<file path="src/rtl/load_unit.sv">
// load_unit: accepts decoded RISC-V loads, issues a word-aligned memory read
// over req/gnt/rvalid, extracts and extends the addressed byte/halfword/word,
// and returns the result under a valid/ready handshake with an error flag.
module load_unit #(
    parameter int unsigned MEM_TIMEOUT = 255
) (
    input  logic        clk,
    input  logic        reset,
    input  logic        req_valid,
    output logic        req_ready,
    input  logic [6:0]  opcode,
    input  logic [2:0]  funct3,
    input  logic [31:0] addr,
    input  logic [4:0]  rd,
    output logic        mem_req,
    output logic [31:0] mem_addr,
    input  logic        mem_gnt,
    input  logic        mem_rvalid,
    input  logic [31:0] mem_rdata,
    output logic        rsp_valid,
    input  logic        rsp_ready,
    output logic [31:0] rsp_data,
    output logic [4:0]  rsp_rd,
    output logic        rsp_err
);

    localparam int unsigned CNT_W   = $clog2(MEM_TIMEOUT + 1);
    localparam logic [6:0]  OP_LOAD = 7'b0000011;

    typedef enum logic [1:0] {
        S_IDLE = 2'd0,
        S_REQ  = 2'd1,
        S_WAIT = 2'd2,
        S_RESP = 2'd3
    } state_t;

    state_t             r_state;
    logic [2:0]         r_f3;
    logic [1:0]         r_off;
    logic [4:0]         r_rd;
    logic [CNT_W-1:0]   r_cnt;
    logic               r_mem_req;
    logic [31:0]        r_mem_addr;
    logic               r_rsp_valid;
    logic [31:0]        r_rsp_data;
    logic [4:0]         r_rsp_rd;
    logic               r_rsp_err;

    logic               w_illegal;
    logic [7:0]         w_byte;
    logic [15:0]        w_half;
    logic [31:0]        w_ext;
    logic [CNT_W-1:0]   w_cnt_nxt;

    assign req_ready = (r_state == S_IDLE) && !reset;
    assign mem_req   = r_mem_req;
    assign mem_addr  = r_mem_addr;
    assign rsp_valid = r_rsp_valid;
    assign rsp_data  = r_rsp_data;
    assign rsp_rd    = r_rsp_rd;
    assign rsp_err   = r_rsp_err;

    // Reserved widths and misaligned halfword/word accesses never reach memory
    always_comb begin
        w_illegal = 1'b1;
        case (funct3)
            3'b000, 3'b100: w_illegal = 1'b0;
            3'b001, 3'b101: w_illegal = addr[0];
            3'b010:         w_illegal = (addr[1:0] != 2'b00);
            default:        w_illegal = 1'b1;
        endcase
    end

    // Select the addressed lane of the returned word and extend it per funct3
    always_comb begin
        w_byte = 8'(mem_rdata >> {r_off, 3'b000});
        w_half = 16'(mem_rdata >> {r_off[1], 4'b0000});
        w_ext  = mem_rdata;
        case (r_f3)
            3'b000:  w_ext = {{24{w_byte[7]}}, w_byte};
            3'b100:  w_ext = {24'h000000, w_byte};
            3'b001:  w_ext = {{16{w_half[15]}}, w_half};
            3'b101:  w_ext = {16'h0000, w_half};
            default: w_ext = mem_rdata;
        endcase
    end

    // Saturating wait-cycle count; the terminal value triggers the timeout
    assign w_cnt_nxt = (r_cnt == CNT_W'(MEM_TIMEOUT)) ? r_cnt : r_cnt + CNT_W'(1);

    // Load sequencer: IDLE -> REQ -> WAIT -> RESP, with direct IDLE -> RESP on illegal
    always_ff @(posedge clk or posedge reset) begin
        if (reset) begin
            r_state     <= S_IDLE;
            r_f3        <= 3'b000;
            r_off       <= 2'b00;
            r_rd        <= 5'd0;
            r_cnt       <= '0;
            r_mem_req   <= 1'b0;
            r_mem_addr  <= 32'h0;
            r_rsp_valid <= 1'b0;
            r_rsp_data  <= 32'h0;
            r_rsp_rd    <= 5'd0;
            r_rsp_err   <= 1'b0;
        end else begin
            case (r_state)
                S_IDLE: begin
                    if (req_valid && (opcode == OP_LOAD)) begin
                        r_f3       <= funct3;
                        r_off      <= addr[1:0];
                        r_rd       <= rd;
                        r_mem_addr <= {addr[31:2], 2'b00};
                        if (w_illegal) begin
                            r_state     <= S_RESP;
                            r_rsp_valid <= 1'b1;
                            r_rsp_err   <= 1'b1;
                            r_rsp_data  <= 32'h0;
                            r_rsp_rd    <= rd;
                        end else begin
                            r_state   <= S_REQ;
                            r_mem_req <= 1'b1;
                        end
                    end
                end
                S_REQ: begin
                    if (mem_gnt) begin
                        r_mem_req <= 1'b0;
                        r_cnt     <= '0;
                        r_state   <= S_WAIT;
                    end
                end
                S_WAIT: begin
                    if (mem_rvalid) begin
                        r_state     <= S_RESP;
                        r_rsp_valid <= 1'b1;
                        r_rsp_err   <= 1'b0;
                        r_rsp_data  <= w_ext;
                        r_rsp_rd    <= r_rd;
                    end else begin
                        r_cnt <= w_cnt_nxt;
                        if (w_cnt_nxt == CNT_W'(MEM_TIMEOUT)) begin
                            r_state     <= S_RESP;
                            r_rsp_valid <= 1'b1;
                            r_rsp_err   <= 1'b1;
                            r_rsp_data  <= 32'h0;
                            r_rsp_rd    <= r_rd;
                        end
                    end
                end
                S_RESP: begin
                    if (rsp_ready) begin
                        r_rsp_valid <= 1'b0;
                        r_state     <= S_IDLE;
                    end
                end
                default: r_state <= S_IDLE;
            endcase
        end
    end

endmodule
</file>
<file path="config.mk">
export PLATFORM = sky130hd
export DESIGN_NAME = load_unit
export DESIGN_NICKNAME = d
export VERILOG_FILES = /design/src/rtl/load_unit.sv
export SDC_FILE = /design/constraint.sdc
export NUM_CORES = 1
export LEC_CHECK = 0
export BUFFER_PORTS_ARGS = -buffer_cell sky130_fd_sc_hd__buf_2
export CORE_ASPECT_RATIO = 1.4
export CORE_MARGIN = 2
export CORE_UTILIZATION = 50
export CTS_CLUSTER_SIZE = 30
export DETAILED_ROUTE_END_ITERATION = 7
export PLACE_DENSITY = 0.8
export REMOVE_ABC_BUFFERS = 1
export SLEW_MARGIN = 30
export SYNTH_ARGS = -nofsm -noshare
export SYNTH_HDL_FRONTEND = slang
export SYNTH_SLANG_ARGS = --single-unit
</file>
<file path="constraint.sdc">
create_clock -name clk -period 3.2 [get_ports clk]
set_input_delay 0.16 -clock clk [delete_from_list [all_inputs] [get_ports clk]]
set_output_delay 0.16 -clock clk [all_outputs]
set_load 0.02 [all_outputs]
</file>
## Word-level counts from Yosys, hierarchy flattened

Cells that the tools add are included.

- Output and inout port bits: 73
- Word-level logic and storage cells: 88
- Flip-flop bits (word level): 90
- Input port bits: 85

- Add/sub/neg operators: 1
- Shift-type cells: 2
- Mux-type cells: 35
- Reduce and logical (&&, ||, !) cells: 19
- Equal/unequal tests: 20

Operator list:

| cell | number |
|---|---|
| $mux 32 | 4 |
| $pmux 32 s4 | 1 |
| $pmux 32 s2 | 1 |
| $shr 32x5->16 | 1 |
| $shr 32x5->8 | 1 |
| $mux 8 | 3 |
| $mux 5 | 4 |
| $eq 8x8->1 const B | 2 |
| $pmux 8 s2 | 1 |
| $eq 3x3->1 const B | 4 |
| $mux 2 | 6 |
| $reduce_and 4->1 | 3 |
| $ne 2x2->1 const B | 5 |
| $pmux 5 s2 | 1 |
| $mux 1 | 9 |
| $add 8x1->8 const B | 1 |
| $pmux 2 s4 | 1 |
| $reduce_bool 2->1 | 4 |
| $eq 7x2->1 const B | 1 |
| $eq 3x1->1 const B | 2 |
| $logic_not 3->1 | 2 |
| $pmux 1 s3 | 2 |
| $reduce_and 5->1 | 1 |
| $eq 2x2->1 const B | 2 |
| other kinds (12) | 15 |

## Logic depth before layout (Yosys ltp)

- Depth in word-level cells: 6
- Mapped depth: 10
- Depth with buffers taken out: 8

## Worst setup path after synthesis

No wires, ideal clock.

- Kind: register to register
- Start point: reg r_cnt[0]
- End point: reg r_rsp_valid (netlist: rsp_valid)
- Path buffers: 0
- Slack: 1.258 ns
- Clock period less this slack: 1.942 ns
- Arrival: 1.820 ns
- Data required time: 3.078 ns
- Setup time: 0.122 ns
- Stages on the path, launching flop included: 8
- Cells stage by stage: dfrtp_1 ha_1 nor2b_1 a31oi_1 or4_4 o21ai_2 nand4b_1 a32o_1

- Longest elaborated chain between the ends: 5
- Elaborated cells on any way between the ends: 6
- Those cells by class: add/sub (1); eq/ne (3); mux (1); reduce/logical (1)

Ends and longest elaborated chain:

| item | line | text |
|---|---|---|
| start, declared | 41 | `logic [CNT_W-1:0] r_cnt;` |
| start signal, assigned | 140 | `r_cnt <= w_cnt_nxt;` |
| $add 8x1->8 or $eq 8x8->1 (tied branches) | 89 | `assign w_cnt_nxt = (r_cnt == CNT_W'(MEM_TIMEOUT)) ? r_cnt : r_cnt + CNT_W'(1);` |
| $mux 8 * | 89 |  |
| $eq 8x8->1 * | 141 | `if (w_cnt_nxt == CNT_W'(MEM_TIMEOUT)) begin` |
| $ne 3x3->1 (no line) * | - |  |
| $reduce_and 5->1 (no line) * | - |  |
| end signal, assigned | 101 | `r_rsp_valid <= 1'b0;` |
| end signal, assigned | 143 | `r_rsp_valid <= 1'b1;` |
| end signal, assigned | 152 | `r_rsp_valid <= 1'b0;` |
| end, declared | 44 | `logic r_rsp_valid;` |

Every way passes the cells marked *; elsewhere a longest branch is shown, timed or not.
A chain may end at the register's enable or synchronous reset.

## Final worst setup path

- Start point: reg r_state[0]
- End point: reg r_rsp_data[31] (netlist: rsp_data[31])

- Longest elaborated chain between the ends: 3
- Elaborated cells on any way between the ends: 8
- Those cells by class: eq/ne (4); mux (1); reduce/logical (3)

Ends and longest elaborated chain:

| item | line | text |
|---|---|---|
| start, declared | 37 | `state_t r_state;` |
| start signal, assigned | 94 | `r_state <= S_IDLE;` |
| start signal, assigned | 114 | `r_state <= S_RESP;` |
| start signal, assigned | 120 | `r_state <= S_REQ;` |
| $eq 2x2->1 or $logic_not 2->1 (tied branches) | 106 | `case (r_state)` |
| $ne 3x3->1 (no line), or another cell as far along | - |  |
| $reduce_and 4->1 (no line) | - |  |
| end signal, assigned | 137 | `r_rsp_data <= w_ext;` |
| end, declared | 45 | `logic [31:0] r_rsp_data;` |

Parallel ways exist; a longest one is shown, timed or not.

==> out/metrics.cfg <==
[status]
status=finished, final reports clean

[synth]
synthCells=413
synth_top_area_cell=dfrtp_1
async_flop_share_pct=100
synth.area.mux_share_pct=12.6
synth_flop_cell=dfrtp_1
synth_top_area_share_pct=50.6
synth-xor-area-share_pct=0
synth_seq_cells=90
synth-simple-area-share_pct=12.0
synth_area_per_cell_um2=10.8
synth_compound_area_share_pct=18.2
yosysSeqAreaShare_pct=50.6
ys_top_cells_by_area=dfrtp_1 51%, mux2_2 5.3%, mux2_1 5.1%
synth_edf_count=0
yosys.cell_types.count=54
synthAdderAreaFrac_pct=1.69
yosys_warnings=0
synth_area_mm2=0.00445
synth_top_family_by_area=compound AO/OA/AOI/OAI gates

[sta]
final-max-slew-violation-count=0
fmax_mhz=408
worst_slew_pin_slew_ns=0.829
hold_violations=0
setup_viol=0
final.min_clock_period_ns=2.45
rsz0062_at_grt=no
slew_headroom_pct=44.7
fin_worst_skew_ns=0.00713
fin_tns_setup_ns=0
min_period_over_period_pct=76.6

[placed_design]
port_buffers=155
gp_congestion=0.882
postPlaceCellArea_mm2=0.00530
hpwl_um=8490

[cells_and_area]
final_common_cell=buf_2
antennaDiodeCount=0
fin_area_mm2=0.00560
drive_above_1_share_pct=37.6
synthToLayoutAreaGrowth_pct=25.7
nets=652
final_cell_mix=155 x buf_2, 90 x dfrtp_1, 41 x nand2_1

[power]
clkPwrFrac_pct=23.7
power_leakage_nw=2.91
seqPwrFrac_pct=38.2
pwr-share-comb_pct=38.1
p_int_w=0.00262
swShare_pct=39.3
ir_worst_vdd_v=0.000448
p_sw_w=0.00169
power.density_mw_per_mm2=771

[clock_network]
root_buffer=clkbuf_16
cts_max_path_buffers=2
postCtsSetupBuffers=0
clk_pin_slew_ns=0.07
postCtsResizedCells=0
cts_buffers=9
h-tree-depth=3
clock_sinks=90
clk_latency_ns=0.34
cts_tree=yes

[worst_hold_path]
hold_path.class=in2reg

[critical_path]
ff2ff_setup_slack_ns=0.75
cp.arrival_ns=2.72
worstSetupPathType=reg2reg
crit_path_start_kind=flop
crit_required_ns=3.47
max_stage_delay_ns=0.47
crit_chain=inv_1, ha_1, nor2b_1, o41ai_1, nand3_2, buf_4, a22o_1
crit_slowest_cell=ha_1
crit_fanout=37
crit_path_end_kind=flop

[floorplanning]
row_count=40
die_w_um=83.7
dieArea_mm2=0.00968
die_y_um=116
start_util_pct=51.7
fp.coreArea_mm2=0.00861
num_io_pins=158

[detailed_routing]
vias_per_cell=5.76
via_count=3863
drt-initial-drc-count=155
ant_nets=0
drcViolationCount=0
wl_um=11500
detail_route.wl_per_cell_um=17.2
first_pass_iters=5

[global_routing]
grt_pass1_vias=3746
track_usage_pct=23.7
grt_overflow_total=0
grt_antenna_before_repair=0
grt_max_degree=64
grt_pass1_wl_um=18300

[job]
maxCapViolations=0

==> worst paths after layout <==
kind | start | end | cells past startpoint
max in group asynchronous | reset | mem_addr[31] | 4
min | addr[14] | mem_addr[14] | 2
max | r_state[0] | rsp_data[31] | 7
max reg2reg | r_state[0] | rsp_data[31] | 7
min reg2reg | rsp_data[4] | rsp_data[4] | 2
min in group asynchronous | reset | mem_addr[29] | 3
==> cells by family (layout without fill, tap and decap cells) <==
| logic type | count (synthesis) | count (layout) |
|---|---|---|
| AO/OA/AOI/OAI | 116 | 116 |
| AND/OR/NAND/NOR | 102 | 102 |
| flip-flops | 90 | 90 |
| multiplexers | 51 | 51 |
| buffers and inverters | 47 | 199 |
| adder cells (fa/ha/maj) | 6 | 6 |
| other | 1 | 2 |
==> cell type report <==
type | count | area [um2]
Inverter | 16 | 65.1
Sequential cell | 90 | 2250
Multi-Input combinational cell | 277 | 1990
Fill cell | 691 | 3010
Clock buffer | 9 | 225
Timing Repair Buffer | 167 | 868
Clock inverter | 7 | 61.3
Tap cell | 105 | 131
==> cell usage after synthesis, drive strengths merged (2+ instances only) <==
cell type and n:
and2b 2, and2 4, o21ai 29, dfrtp 90, o221ai 8, ha 6, o31ai 2, nor2b 11
nor2 9, and3 2, a22o 24, mux2i 10, clkbuf 10, nand4 2, a21oi 21, a32o 3
o22ai 2, nand3 8, a31oi 11, and4 2, nor4b 2, or2 2, nand2b 11, nand2 41
buf 21, a211oi 6, nor3 2, mux2 41, inv 16
==> routing by layer <==
layer	global-route usage, %	share of wire [%]	up-vias
met5	0	0	-
met4	9.68	1.9	0
met3	4.56	6.1	17
met2	43.8	53	167
met1	26.9	39	1889
li1	-	-	1790
==> critical path, delay by kind of cell, from the launching register on <==
kind            cells  cell delay, ns
simple gates        2            0.58
flops               1            0.42
buf+inv             2            0.53
compound gates      2            0.37
fa+ha+maj           1            0.47
==> sequential cells by signal, indices dropped and copies added, names as in the netlist <==
| signal | flops |
|---|---|
| r_f3 | 3 |
| r_state | 2 |
| rsp_data | 32 |
| mem_req | 1 |
| rsp_valid | 1 |
| r_rd | 5 |
| r_cnt | 8 |
| r_off | 2 |
| rsp_err | 1 |
| mem_addr | 30 |
| rsp_rd | 5 |
==> power by group through the flow <==
stage	Sequential [W]	Clock, W	Combinational (W)
after floorplan	0.00197	0	0.000712
after global placement	0.00165	0	0.00159
after detailed placement	0.00166	0	0.00164
after CTS	0.00164	0.00103	0.00165
after global routing	0.00168	0.00107	0.00177
final	0.00165	0.00102	0.00164
==> per-stage QoR <==
step | util (%) | std cells | hold WS (ns) | power [W] | setup slack [ns]
2_1_floorplan | - | 383 | 0.292 | 0.00268 | 0.509
3_3_place_gp | 61.5 | 654 | 0.371 | 0.00323 | 0.809
3_5_place_dp | 61.6 | 654 | 0.263 | 0.00331 | 0.804
4_1_cts | 65.0 | 671 | 0.0230 | 0.00432 | 0.771
5_1_grt | 65.0 | 671 | 0.0349 | 0.00452 | 0.579
6_report | 65.0 | 671 | 0.0286 | 0.00431 | 0.748
==> timing repair <==
action | 4_1_cts | 5_1_grt
hold buffers | 1 | 0
hold endpoints to repair | 61 | 0
endpoints found under the setup margin | 0 | 0
Power figures use the tool's default switching activity.
